## src/rtl/branch_comp_seq.sv

```systemverilog
// Multi-cycle RISC-V branch comparator: scans operands MSB-first one chunk per cycle,
// exits on the first differing chunk and registers eq/lt/taken/illegal behind valid/ready.
module branch_comp_seq #(
  parameter int WIDTH = 32,
  parameter int CHUNK = 8
) (
  input  logic             i_clk,
  input  logic             i_reset,
  input  logic             i_in_valid,
  output logic             o_in_ready,
  input  logic [WIDTH-1:0] i_rs1,
  input  logic [WIDTH-1:0] i_rs2,
  input  logic [2:0]       i_funct3,
  input  logic             i_flush,
  output logic             o_out_valid,
  input  logic             i_out_ready,
  output logic             o_br_eq,
  output logic             o_br_lt,
  output logic             o_br_taken,
  output logic             o_br_illegal
);

  localparam int NUM_CHUNKS = WIDTH / CHUNK;
  localparam int IDX_W      = (NUM_CHUNKS > 1) ? $clog2(NUM_CHUNKS) : 1;
  localparam logic [IDX_W-1:0] IDX_LAST = IDX_W'(NUM_CHUNKS - 1);
  localparam logic [IDX_W-1:0] IDX_ZERO = IDX_W'(32'd0);
  localparam logic [IDX_W-1:0] IDX_ONE  = IDX_W'(32'd1);

  if (((WIDTH % CHUNK) != 0) || (WIDTH < CHUNK)) begin : g_bad_chunk
    $error("branch_comp_seq: WIDTH must be a non-zero multiple of CHUNK");
  end

  typedef enum logic [1:0] {
    S_IDLE = 2'd0,
    S_BUSY = 2'd1,
    S_DONE = 2'd2
  } state_t;

  // Returns {illegal, taken}; the reserved encodings never take the branch.
  function automatic logic [1:0] decode_branch(input logic [2:0] f3, input logic eq, input logic lt);
    logic [1:0] res;
    case (f3)
      3'b000:          res = {1'b0, eq};
      3'b001:          res = {1'b0, ~eq};
      3'b100, 3'b110:  res = {1'b0, lt};
      3'b101, 3'b111:  res = {1'b0, ~lt};
      3'b010, 3'b011:  res = 2'b10;
      default:         res = 2'b00;
    endcase
    return res;
  endfunction

  function automatic logic [CHUNK-1:0] pick_chunk(input logic [WIDTH-1:0] v, input logic [IDX_W-1:0] idx);
    logic [CHUNK-1:0] c;
    c = {CHUNK{1'b0}};
    for (int i = 0; i < NUM_CHUNKS; i++) begin
      c = (IDX_W'(i) == idx) ? v[i*CHUNK +: CHUNK] : c;
    end
    return c;
  endfunction

  state_t             r_state, w_state_nxt;
  logic [WIDTH-1:0]   r_a, r_b;
  logic [2:0]         r_f3;
  logic [IDX_W-1:0]   r_idx, w_idx_nxt;
  logic               r_eq, r_lt, r_taken, r_illegal;
  logic               w_eq_nxt, w_lt_nxt, w_taken_nxt, w_illegal_nxt;
  logic               w_load;
  logic               w_flip;
  logic [CHUNK-1:0]   w_a_chunk, w_b_chunk;
  logic               w_chunk_ne;
  logic               w_fin_eq, w_fin_lt;
  logic [1:0]         w_dec;

  // Signed mode biases the top chunk's sign bit so an unsigned chunk compare orders it correctly.
  assign w_flip     = (r_idx == IDX_LAST) && !r_f3[1];
  assign w_a_chunk  = pick_chunk(r_a, r_idx) ^ {w_flip, {(CHUNK-1){1'b0}}};
  assign w_b_chunk  = pick_chunk(r_b, r_idx) ^ {w_flip, {(CHUNK-1){1'b0}}};
  assign w_chunk_ne = (w_a_chunk != w_b_chunk);
  assign w_fin_eq   = !w_chunk_ne;
  assign w_fin_lt   = w_chunk_ne && (w_a_chunk < w_b_chunk);
  assign w_dec      = decode_branch(r_f3, w_fin_eq, w_fin_lt);

  assign o_in_ready   = (r_state == S_IDLE) && !i_reset;
  assign o_out_valid  = (r_state == S_DONE);
  assign o_br_eq      = r_eq;
  assign o_br_lt      = r_lt;
  assign o_br_taken   = r_taken;
  assign o_br_illegal = r_illegal;

  // Next-state and result update; flush wins over accept and over out_ready.
  always_comb begin
    w_state_nxt   = r_state;
    w_idx_nxt     = r_idx;
    w_eq_nxt      = r_eq;
    w_lt_nxt      = r_lt;
    w_taken_nxt   = r_taken;
    w_illegal_nxt = r_illegal;
    w_load        = 1'b0;
    case (r_state)
      S_IDLE: begin
        if (i_flush) begin
          w_state_nxt = S_IDLE;
        end else if (i_in_valid && o_in_ready) begin
          w_state_nxt = S_BUSY;
          w_idx_nxt   = IDX_LAST;
          w_load      = 1'b1;
        end else begin
          w_state_nxt = S_IDLE;
        end
      end
      S_BUSY: begin
        if (i_flush) begin
          w_state_nxt = S_IDLE;
        end else if (w_chunk_ne || (r_idx == IDX_ZERO)) begin
          w_state_nxt   = S_DONE;
          w_eq_nxt      = w_fin_eq;
          w_lt_nxt      = w_fin_lt;
          w_taken_nxt   = w_dec[0];
          w_illegal_nxt = w_dec[1];
        end else begin
          w_idx_nxt = r_idx - IDX_ONE;
        end
      end
      S_DONE: begin
        if (i_flush || i_out_ready) begin
          w_state_nxt = S_IDLE;
        end else begin
          w_state_nxt = S_DONE;
        end
      end
      default: begin
        w_state_nxt = S_IDLE;
      end
    endcase
  end

  // State, operand and result registers with synchronous reset.
  always_ff @(posedge i_clk) begin
    if (i_reset) begin
      r_state   <= S_IDLE;
      r_idx     <= IDX_LAST;
      r_a       <= {WIDTH{1'b0}};
      r_b       <= {WIDTH{1'b0}};
      r_f3      <= 3'b000;
      r_eq      <= 1'b0;
      r_lt      <= 1'b0;
      r_taken   <= 1'b0;
      r_illegal <= 1'b0;
    end else begin
      r_state   <= w_state_nxt;
      r_idx     <= w_idx_nxt;
      r_eq      <= w_eq_nxt;
      r_lt      <= w_lt_nxt;
      r_taken   <= w_taken_nxt;
      r_illegal <= w_illegal_nxt;
      if (w_load) begin
        r_a  <= i_rs1;
        r_b  <= i_rs2;
        r_f3 <= i_funct3;
      end
    end
  end

endmodule

```

## config.mk

```make
export PLATFORM = sky130hd
export DESIGN_NAME = branch_comp_seq
export DESIGN_NICKNAME = d
export VERILOG_FILES = /design/src/rtl/branch_comp_seq.sv
export SDC_FILE = /design/constraint.sdc
export NUM_CORES = 1
export LEC_CHECK = 0
export ABC_AREA = 1
export ABC_CLOCK_PERIOD_IN_PS = 4700
export CAP_MARGIN = 20
export CORE_MARGIN = 1.5
export CORE_UTILIZATION = 35
export DETAILED_ROUTE_END_ITERATION = 16
export GPL_TIMING_DRIVEN = 0
export HOLD_SLACK_MARGIN = 0.03
export SKIP_CTS_REPAIR_TIMING = 1
export SLEW_MARGIN = 20
export SYNTH_ARGS = -nofsm -noshare
export SYNTH_HDL_FRONTEND = slang
export SYNTH_SLANG_ARGS = --single-unit
```

## constraint.sdc

```tcl
create_clock -name i_clk -period 4.7 [get_ports i_clk]
set_input_delay 0.47 -clock i_clk [delete_from_list [all_inputs] [get_ports i_clk]]
set_output_delay 0.47 -clock i_clk [all_outputs]
set_load 0.01 [all_outputs]
```

==> results list, run 1 <==
* Count of distinct cell types in the synthesized netlist: 25
- Type of destination of the critical path: flip-flop
* First element of the critical path: r_idx[0]
* Iteration-0 DRC count of the detailed router: between 100 and 150
- Broken down by cell family, the worst path's largest delay share belongs to buffers and inverters.
- Number of port buffers: 77
- Clock buffers created by TritonCTS: 9
- Summed over all cells, the static leakage comes to about 1.8 nW.
* Kind of critical path: flip-flop to flip-flop
* Global-route congestion overflow total: 0
- Number of antenna-violating nets in the routed design: 0
* Part of the Yosys area used for sequential elements: 0.4362
- Slack of the worst reg-to-reg path: ~1.3 ns
- Total number of vias: ~3,400
- Part of the total power dissipated in combinational logic: 0.175
- At the placement stage, the worst setup path has a slack of ~1.4 ns.
- Clock tree synthesis selected as its root buffer the cell sky130_fd_sc_hd__clkbuf_8.
- Most frequent standard cell in the layout excluding fill and tap cells: sky130_fd_sc_hd__nor2_1
* Die outline area: ~10,000 sq um
* Final Hold Slack: 0.4684 ns
* Class of the tightest hold or removal check: flip-flop to flip-flop
* Peak ir drop on the vdd network: roughly 0.00012 V
- Count of final max-slew check failures: 0
- Layout cells sized above 1: 0.05245
- Relative contribution of the clock network to total power: 0.401
* Slew headroom: 0.6689
* Maximum number of pins on one net before global-route repair: 14
* Initial Utilization: 0.3571
- The floorplan step defined a core boundary enclosing a little under 10,000 sq um.
- Synthesis warning total: 0
- Number of violations of the max-capacitance limit: 0
- Number of top-level pins: just under 80
* Global-route wire length before repair: between 15,000 and 20,000 microns
* Max Root-Sink Buffers: 2
- Clock transition at the registers of the reported paths: 0.08 ns
* Crit path buffers/inverters: 6
- Along the worst path, the maximum fanout reaches 10.
* Setup-failing EPs final: 0
* Time the worst path needs with I/O delays and setup: approximately 3.4 ns
- Capture point of the critical path: o_br_taken
- Largest clock skew in the final design: roughly 0.012 ns
- Across all setup checks in the final design, the least slack found is ~1.3 ns.
- Cell internal power was estimated by the tool at around 1.2 mW.
- Clock latency at the later pin of the worst-skew pair: between 0.3 and 0.4 ns
- Dividing the detail-routed via count by the number of cells gives around 4.8.
* Vias in the first global route: between 3,000 and 4,000
* Detailed-route wire length: ~9900 microns
* Worst Path Arrival: 3.66 ns
- Row generation in the floorplan step produced 36 rows.
- Number of antenna violations at the first check in global routing: 0
- Depth of the most critical reg-to-reg path: 18
* Final Hold Violating Endpoints: 0
- Post-synthesis average cell area: ~7 sq um
* Number of remaining DRC errors: 0
- The analysis attributes to net switching a power of 0.4203 mW.
* Netlist Area Pre-Place: about 3400 sq um
- In the final timing run, aggregate negative setup slack is 0 ns.
- STA classifies the critical path startpoint as a flip-flop.
- The library cells used most frequently in the layout, excluding fill and tap cells, are 155 x sky130_fd_sc_hd__nor2_1, 83 x sky130_fd_sc_hd__o21ai_0, 77 x sky130_fd_sc_hd__clkdlybuf4s50_1, 75 x sky130_fd_sc_hd__dfxtp_1, 36 x sky130_fd_sc_hd__nand2_1.
- Worst path slowest cell: sky130_fd_sc_hd__clkbuf_1
- At the end of routability-driven placement, the weighted congestion stood at between 0.9 and 1.
- Width of the chip: between 100 and 150 microns
- Setup repair after global routing left no endpoint under its margin.
* Power density over cell area: ~350 nW/um^2
- CP Data Required Time: 4.95 ns
* Share of the clock period used by the worst path after layout: 0.7257
- Flip-flop and latch count after synthesis: 75
- Maximum achievable frequency: 293.2 MHz
- Total track usage: 0.1975
- The number of antenna diodes in the final layout is 0.
* DP Wirelength: 7556 microns
- Delay of the slowest critical-path stage: between 0.4 and 0.5 ns
- At the pin with the least slew margin, the transition time is approximately 0.50 ns.
- In this run the vertical extent of the chip is ~100 microns.
- Fin nets: approximately 650
- Counting every net in the synthesized netlist gives between 500 and 600.
- The run finished with clean final reports.
- Clock tree from TritonCTS: done
- Of the total power, the share spent switching nets is 0.2582.
- Worst r2r dst: o_br_taken
- Crit. path cell count: 18
- Dividing the detail-routed wire length by the instance count gives about 14 microns.
- Traced cell by cell, the critical path runs through inv_1 > ha_1 > buf_2 > inv_1 > clkbuf_1 > nand3_1 > o211ai_1 > o21ai_0 > ha_1 > nand2_1 > nor2_2 > nand2_1 > o21bai_1 > inv_1 > nand2_1 > inv_2 > o21ai_0 > a21oi_1.
- From synthesis to final layout, the design area changed by 34.86%.
* Sequential share of power: 0.425
- Clock sink count: 75
- R2r startpoint: r_idx[0]
- Initial DRT Pass Iterations: 4
- Syn Inst Count: about 480
- The H-tree was split into 3 levels.
-- per-layer routing --
layer,track usage,routed length [microns]
met4,0.05796,144
met3,0.04378,548
met1,0.2637,4816
met2,0.3204,4379
met5,0,0
-- through the flow --
| step | instance area (sq um) | total power, mW | std cells | utilization |
|---|---|---|---|---|
| detailed placement | 4379 | 0.9875 | 689 | 0.4543 |
| CTS | 4642 | 1.635 | 705 | 0.4816 |
| global placement | 4379 | 0.9838 | 689 | 0.4543 |
| finish | 4642 | 1.627 | 705 | 0.4816 |
| global route | 4642 | 1.707 | 705 | 0.4816 |
| floorplan | 3442 | 0.8654 | 479 | - |
-- kinds of logic after synthesis --
kind of cell | Yosys count | synth area share
simple gates | 210 | 0.2432
compound gates | 133 | 0.2065
flops | 75 | 0.4362
buf+inv | 47 | 0.06543
fa+ha+maj | 12 | 0.04362
xor+xnor | 2 | 0.005090
-- state kept, by name (all words and copies together) (netlist names) --
name	cells
o_br_eq	1
o_br_taken	1
o_br_lt	1
r_f3	3
r_b	32
r_a	32
o_br_illegal	1
r_state	2
r_idx	2
-- synth_stat cells (all sizes together) --
library cell    n  area share
clkbuf         21       0.023
o31ai           4      0.0087
a22oi           2      0.0044
nand3          17       0.028
o21ai          83        0.12
clkinv          1      0.0011
xnor2           1      0.0025
o311ai          2      0.0051
ha             12       0.044
xor2            1      0.0025
o211ai          6       0.013
o21a            1      0.0022
nand2          36       0.039
o21bai          2      0.0044
buf            10       0.025
inv            15       0.016
nor3            1      0.0047
dfxtp          75        0.44
a21oi          33       0.048
nor2          156        0.17
-- cell type report --
cell class              instances  area [sq um]
flip-flops and latches         75          1501
clock inverters                 7         138.9
well taps                     133         166.4
fillers                      1032          4997
clock buffers                   9         123.9
inverters                      16         60.06
multi-input cells             357          1715
repair buffers                 77         770.7
plain buffers                  31         165.2
-- worst min path at each step --
stage / slack [ns] / depth (start not counted) / start / endpoint
after floorplan: 0.45 / 2 / r_b[16] / r_b[16]
after global placement: 0.45 / 1 / o_br_lt / o_br_lt
after detailed placement: 0.45 / 1 / o_br_lt / o_br_lt
after CTS: 0.47 / 1 / o_br_lt / o_br_lt
after global routing: 0.50 / 1 / o_br_lt / o_br_lt
final: 0.47 / 1 / o_br_lt / o_br_lt
-- power by group through the flow --
| stage | sequential (mW) | clock (mW) | combinational [mW] |
|---|---|---|---|
| CTS | 0.691 | 0.660 | 0.284 |
| floorplan | 0.697 | 0 | 0.169 |
| finish | 0.691 | 0.652 | 0.284 |
| global route | 0.695 | 0.691 | 0.321 |
| global placement | 0.705 | 0 | 0.279 |
| detailed placement | 0.706 | 0 | 0.282 |
Power figures use the tool's default switching activity.
==> run 2, diff against run 1 <==
- ABC_CLOCK_PERIOD_IN_PS: 4700 -> 3200
- clock period: 4.7 -> 3.2 ns (I/O delays scaled with it)
==> run 2 against run 1 <==
Effect of this change:
- die area stayed put
- sequential share of layout area is 0.43 points lower
- utilization is 0.65 points higher
- critical endpoint unchanged
- routed wire length is 0.49% higher
- fmax is 15% higher
- largest cell class unchanged
- cell count is 0.43% higher
- first-iteration DRC count is 3.6% higher
==> results list, run 2 (synthesis results as in run 1) <==
* Run status: finished, final reports clean
* Iteration-0 DRC count of the detailed router: 145 (+3.6%)
* Setup-failing EPs final: 0 (unchanged)
- Final Power: 2.405 mW (+48%)
* Power density over cell area: 511.2 nW/um^2 (+46%)
- Clock sink count: 75 (unchanged)
* Global-route wire length before repair: 15,570 microns (unchanged)
- The max-cap violation count was 0 (unchanged).
- The detailed-route wire length per cell was 14.04 microns (about the same).
- The number of placed instances, taps included was 689 (unchanged).
- Number of antenna-violating nets in the routed design: 0 (unchanged)
* Total number of vias: 3,382 (-0.12%)
- Maximum number of pins on one net before global-route repair: 14 (unchanged)
- Number of port buffers: 77 (unchanged)
* Most frequent cells in the layout: 155 x sky130_fd_sc_hd__nor2_1, 83 x sky130_fd_sc_hd__o21ai_0, 77 x sky130_fd_sc_hd__clkdlybuf4s50_1, 75 x sky130_fd_sc_hd__dfxtp_1, 35 x sky130_fd_sc_hd__nand2_1
- Most frequent standard cell in the layout excluding fill and tap cells: sky130_fd_sc_hd__nor2_1
* Class of the tightest hold or removal check: flip-flop to flip-flop
- Vias in the first global route: 3,241 (unchanged)
- Setup crit start kind: flip-flop
- The largest registers in the layout are r_a: 32 flops, r_b: 32 flops, r_f3: 3 flops.
* Clock latency at the later pin of the worst-skew pair: 0.35 ns (about the same)
- Setup repair after global routing left no endpoint under its margin.
- Detailed-route wire length: 9937 microns (+0.49%)
* Total track usage: 0.1975 (unchanged)
- The area of the core came to 9639 sq um (unchanged).
- The antenna diode count was 0 (unchanged).
- The setup path with the least slack is of type flip-flop to flip-flop.
- Final Hold Violating Endpoints: 0 (unchanged)
- The transition time at the pin with the least slew margin was 0.4722 ns (-0.02447 ns).
* Area growth syn-to-layout: 36.68%
- The largest voltage drop on the vdd net was 0.0001749 V (+49%).
- CP max FO: 10 (unchanged)
- Clock tree from TritonCTS: done
- The largest clock skew in the final design is 0.01326 ns (+0.001076 ns).
* Number of top-level pins: 78 (unchanged)
- Width of the chip: 102.2 microns (unchanged)
* Final RePlAce weighted congestion: 0.9669 (unchanged)
- The starting utilization of the core area was 0.3571 (unchanged).
* CP Data Required Time: 3.45 ns (-1.50 ns)
* Max Root-Sink Buffers: 2 (unchanged)
- Time the worst path needs with I/O delays and setup: 2.968 ns (-0.4428 ns)
- The post-layout instance count excluding filler cells came to 708 (+0.43%).
* Type of destination of the critical path: flip-flop
* Global-route congestion overflow total: 0 (unchanged)
* Die Y: 102.2 microns (unchanged)
- Worst Path Arrival: 3.22 ns (-0.44 ns)
* Lkg Pwr: 1.872 nW (+1.7%)
- Fin nets: 654 (+0.46%)
- The relative slew slack was 0.6848 (+0.01596).
- Clock transition at the registers of the reported paths: 0.08 ns (about the same)
- The fraction of final layout cells with drive strength greater than 1 was 0.07652 (+0.02407).
- DP Wirelength: 7556 microns (unchanged)
- The final critical-path share of the clock period came to 0.9276 (+0.2018).
* Root cell of the clock tree: sky130_fd_sc_hd__clkbuf_8
- The final count of pins violating max slew came to 0 (unchanged).
- The area of the die is 10,440 sq um (unchanged).
* CTS HTree Levels: 3 (unchanged)
- Maximum achievable frequency: 336.9 MHz (+15%)
- The placement row count came to 36 (unchanged).
- The DRC violation count after routing is 0 (unchanged).
* Routed via count divided by cell count: 4.777 (-0.54%)
* Number of antenna violations at the first check in global routing: 0 (unchanged)
- Clock buffers created by TritonCTS: 9 (unchanged)
- Initial DRT Pass Iterations: 4 (unchanged)
-- run 2: critical path, cell delays in order, from the launching register on --
cell,delay (ns)
sky130_fd_sc_hd__dfxtp_1,0.39
sky130_fd_sc_hd__inv_1,0.10
sky130_fd_sc_hd__ha_1,0.20
sky130_fd_sc_hd__buf_2,0.17
sky130_fd_sc_hd__inv_2,0.13
sky130_fd_sc_hd__buf_4,0.19
sky130_fd_sc_hd__nand3_1,0.11
sky130_fd_sc_hd__o211ai_1,0.10
sky130_fd_sc_hd__o21ai_0,0.13
sky130_fd_sc_hd__ha_1,0.33
sky130_fd_sc_hd__nand2_1,0.11
sky130_fd_sc_hd__nor2_4,0.16
sky130_fd_sc_hd__nand2_2,0.12
sky130_fd_sc_hd__o21bai_1,0.15
sky130_fd_sc_hd__inv_1,0.06
sky130_fd_sc_hd__nand2_1,0.10
sky130_fd_sc_hd__inv_2,0.08
sky130_fd_sc_hd__o21ai_0,0.16
sky130_fd_sc_hd__a21oi_1,0.06
-- run 2: cell type report --
class	count	area [sq um]
multi-input combinational	357	1735
buffer	31	181.4
clock buffer	9	123.9
timing repair buffer	80	793.3
inverter	16	63.81
fill	1027	4935
sequential	75	1501
tap	133	166.4
clock inverter	7	138.9
-- run 2: layer usage --
layer / vias up / GRT usage / wire length (microns)
met2: 87 / 0.3204 / 4404
met1: 1505 / 0.2637 / 4840
met4: 0 / 0.05796 / 157
li1: 1773 / - / -
met5: - / 0 / 0
met3: 17 / 0.04378 / 535
-- run 2: worst paths after layout --
check,cells past startpoint,slack (ns),start,endpoint
worst max-delay path,18,0.23,r_idx[0],o_br_taken
worst min register to register,1,0.47,o_br_lt,o_br_lt
worst min-delay path,1,0.47,o_br_lt,o_br_lt
worst max register to register,18,0.23,r_idx[0],o_br_taken
-- run 2: power by group --
| group | total, mW | switching [mW] | internal (mW) |
|---|---|---|---|
| clock network | 0.957 | 0.361 | 0.597 |
| registers | 1.02 | 0.0342 | 0.981 |
| logic | 0.432 | 0.230 | 0.202 |
-- run 2: per-stage QoR --
stage          area, sq um  hold WS (ns)    util  setup TNS [ns]  worst slack, ns
6_report              4705        0.4688  0.4881               0           0.2318
4_1_cts               4642        0.4734  0.4816         -0.6750          -0.1634
2_1_floorplan         3442        0.3891       -               0           0.5939
5_1_grt               4705        0.4978  0.4881               0          0.01425
3_5_place_dp          4379        0.4527  0.4543         -0.4249          -0.1337
3_3_place_gp          4379        0.4503  0.4543         -0.3074         -0.09792
==> run 3, diff against run 2 <==
- SETUP_SLACK_MARGIN: unset -> 0.4
==> run 3 against run 2 <==
Effect of this change:
- global-route usage unchanged
- routed wire length increased by 1.2%
- cell count stayed put
- via count up 0.30%
- sequential share of layout area fell by 0.54 points
- first-iteration DRC count shrank 0.69%
- utilization increased by 1.0 points
- register-to-register slack gained 0.28 ns
- fmax up 10%
- largest power group unchanged
- highest routed layer unchanged
- clock-buffer cell count unchanged
==> results list, run 3 (synthesis results as in run 1) <==
- Setup-failing EPs final: 0 (unchanged)
- Slew headroom: 0.6758 (-0.009055)
- The number of ports placed on the die boundary came to 78 (unchanged).
* Setup crit start kind: flip-flop
- The kind of cell with the highest combined delay along the critical path is compound AO/OA/AOI/OAI gates.
- Post-route cell area: 4801 sq um (+2.0%)
- Number of antenna violations at the first check in global routing: 0 (unchanged)
- On the critical path, the stage with the largest delay is an instance of sky130_fd_sc_hd__dfxtp_4.
- The part of the total power dissipated in the clock network came to 0.393 (-0.005).
* Kind of critical path: flip-flop to flip-flop
- The area of the multi-input gates came to 1797 sq um (+3.5%).
* Number of remaining DRC errors: 0 (unchanged)
- Clock sink count: 75 (unchanged)
- Most frequent cells in the layout: 153 x sky130_fd_sc_hd__nor2_1, 77 x sky130_fd_sc_hd__o21ai_0, 77 x sky130_fd_sc_hd__clkdlybuf4s50_1, 73 x sky130_fd_sc_hd__dfxtp_1
- Global-route wire length before repair: 15,570 microns (unchanged)
* Type of destination of the critical path: flip-flop
- Worst Path Arrival: 3.00 ns (-0.22 ns)
- Area used by sequential logic in the layout: 1506 sq um (+0.33%)
- The largest voltage drop on the vdd net came to 0.0001758 V (+0.49%).
- Number of violations of the max-capacitance limit: 0 (unchanged)
- Routed via count divided by cell count: 4.791 (+0.30%)
* Crit path buffers/inverters: 5 (-1)
- Sequential share of power: 0.417 (-0.005)
- Slew at the pin closest to its max-slew limit: 0.4858 ns (+0.01357 ns)
* Count of final max-slew check failures: 0 (unchanged)
* Avg WL per Cell: 14.20 microns (+1.2%)
- Clock buffers created by TritonCTS: 9 (unchanged)
- The areal power density over the cells was 507.8 nW/um^2 (-0.67%).
* Max Root-Sink Buffers: 2 (unchanged)
- The post-route antenna net violation count is 0 (unchanged).
- The number of nets in the layout came to 654 (unchanged).
* Final Hold Slack: 0.4687 ns (-0.0001200 ns)
* Iteration-0 DRC count of the detailed router: 144 (-0.69%)
- The clock-pin slew on the worst setup and hold paths was 0.08 ns (about the same).
* Maximum number of pins on one net before global-route repair: 14 (unchanged)
- The design internal power came to 1.794 mW (+0.74%).
- Worst-case setup slack after placement: -0.1337 ns (unchanged)
- Final RePlAce weighted congestion: 0.9669 (unchanged)
- Most frequent standard cell in the layout excluding fill and tap cells: sky130_fd_sc_hd__nor2_1
* Root cell of the clock tree: sky130_fd_sc_hd__clkbuf_8
- Initial Utilization: 0.3571 (unchanged)
* Final Power: 2.438 mW (+1.4%)
- The switching portion of total power was 0.2642 (+0.004554).
- The worst endpoint required time came to 3.51 ns (+0.06 ns).
* Row Count: 36 (unchanged)
- Cell-by-cell trace of the critical path: inv_2 > ha_1 > buf_4 > buf_6 > o31ai_2 > o21ai_0 > ha_1 > nand2_1 > nor2_4 > nand2_4 > o21bai_1 > inv_1 > nand2_2 > inv_2 > a21oi_1 > o21a_1
* Final core utilization: 0.4981 (+0.009995)
- The post-detailed-placement half-perimeter wirelength is 7556 microns (unchanged).
* Vias in the first global route: 3,241 (unchanged)
* Detailed-route wire length: 10,050 microns (+1.2%)
* Global-route congestion overflow total: 0 (unchanged)
- From synthesis to final layout, the design area changed by 39.48%.
- Initial DRT Pass Iterations: 5 (+1)
* CP max FO: 10 (unchanged)
* Layout cells sized above 1: 0.09739 (+0.02087)
* Number of port buffers: 77 (unchanged)
- Core Region: 9639 sq um (unchanged)
- The final count of hold timing violations was 0 (unchanged).
* Setup slack after layout: 0.5106 ns (+0.2788 ns)
- Clock tree from TritonCTS: done
- The number of fill cells in the layout came to 1,018 (-0.88%).
- The largest clock skew in the final design is 0.01414 ns (+0.0008722 ns).
* CTS HTree Levels: 3 (unchanged)
- Instance area after placement: 4379 sq um (unchanged)
* Total track usage: 0.1975 (unchanged)
- The net switching power was 0.6440 mW (+3.1%).
- The highest cell delay on the worst timing path is 0.39 ns (about the same).
- Setup repair after global routing left no endpoint under its margin.
- Width of the chip: 102.2 microns (unchanged)
- The die span in y was 102.2 microns (unchanged).
- The antenna diode count came to 0 (unchanged).
* Die outline area: 10,440 sq um (unchanged)
- In the final layout, the registers with the most flip-flops are r_a: 32 flops, r_b: 32 flops, r_f3: 3 flops.
- Part of the total power dissipated in combinational logic: 0.190 (+0.010)
- The final critical-path share of the clock period came to 0.8404 (-0.08714).
- The clock latency reported for the late side of the worst-skew pair is 0.35 ns (about the same).
* Maximum achievable frequency: 371.8 MHz (+10%)
- Total number of vias: 3,392 (+0.30%)
- The leakage power of the design is 1.897 nW (+1.3%).
- Run status: finished, final reports clean
- Time the worst path needs with I/O delays and setup: 2.689 ns (-0.2788 ns)
- The worst hold path belongs to the class flip-flop to flip-flop.
==> run 3: cell types whose count changed in the layout (fill, tap and decap cells not counted), moves of 2 or more <==
| cell | previous run | this run |
|---|---|---|
| sky130_fd_sc_hd__dfxtp_1 | 75 | 73 |
| sky130_fd_sc_hd__o21ai_1 | 0 | 5 |
| sky130_fd_sc_hd__nor2_1 | 155 | 153 |
| sky130_fd_sc_hd__nand2_1 | 35 | 33 |
| sky130_fd_sc_hd__o31ai_1 | 2 | 0 |
| sky130_fd_sc_hd__o31ai_4 | 0 | 2 |
| sky130_fd_sc_hd__clkbuf_4 | 3 | 0 |
| sky130_fd_sc_hd__buf_6 | 6 | 9 |
| sky130_fd_sc_hd__inv_1 | 12 | 10 |
| sky130_fd_sc_hd__o21ai_0 | 83 | 77 |
| sky130_fd_sc_hd__buf_2 | 3 | 1 |
==> run 3: stage by stage <==
stage / TNS [ns] / cells
after global placement: -0.3074 / 689
final: 0 / 708
after detailed placement: -0.4249 / 689
after floorplan: 0 / 479
after CTS: -0.6750 / 705
after global routing: 0 / 708
==> run 3: final cells by class <==
type	instances	share of cell area
timing repair buffer	80	0.1652
tap	133	0.03466
clock inverter	7	0.02893
sequential	75	0.3138
multi-input combinational	357	0.3743
clock buffer	9	0.02580
buffer	31	0.04300
inverter	16	0.01433
==> run 3: layer usage <==
layer / share of wire / wire length, microns / global-route usage
met1: 0.47 / 4725 / 0.2637
met2: 0.46 / 4579 / 0.3204
met3: 0.057 / 574 / 0.04378
met4: 0.017 / 174 / 0.05796
met5: 0 / 0 / 0
==> run 3: power groups by stage <==
| stage | clock network (mW) | registers (mW) | logic, mW |
|---|---|---|---|
| 2_1_floorplan | 0 | 1.02 | 0.248 |
| 3_3_place_gp | 0 | 1.04 | 0.409 |
| 3_5_place_dp | 0 | 1.04 | 0.414 |
| 4_1_cts | 0.969 | 1.02 | 0.417 |
| 5_1_grt | 1.01 | 1.02 | 0.518 |
| 6_report | 0.957 | 1.02 | 0.464 |
==> run 3: worst reg2reg max path, stage by stage, from the launching register on <==
cell and delay, ns:
sky130_fd_sc_hd__dfxtp_4 0.39, sky130_fd_sc_hd__inv_2 0.06, sky130_fd_sc_hd__ha_1 0.19, sky130_fd_sc_hd__buf_4 0.18
sky130_fd_sc_hd__buf_6 0.17, sky130_fd_sc_hd__o31ai_2 0.28, sky130_fd_sc_hd__o21ai_0 0.15, sky130_fd_sc_hd__ha_1 0.30
sky130_fd_sc_hd__nand2_1 0.09, sky130_fd_sc_hd__nor2_4 0.16, sky130_fd_sc_hd__nand2_4 0.09, sky130_fd_sc_hd__o21bai_1 0.13
sky130_fd_sc_hd__inv_1 0.07, sky130_fd_sc_hd__nand2_2 0.08, sky130_fd_sc_hd__inv_2 0.07, sky130_fd_sc_hd__a21oi_1 0.13
sky130_fd_sc_hd__o21a_1 0.13
==> run 3: path summary, 6_finish.rpt <==
kind,startpoint,end,slack [ns],cells after the start
min,o_br_lt,o_br_lt,0.47,1
max reg2reg,r_idx[0],o_br_lt,0.51,16
max,r_idx[0],o_br_lt,0.51,16
min reg2reg,o_br_lt,o_br_lt,0.47,1
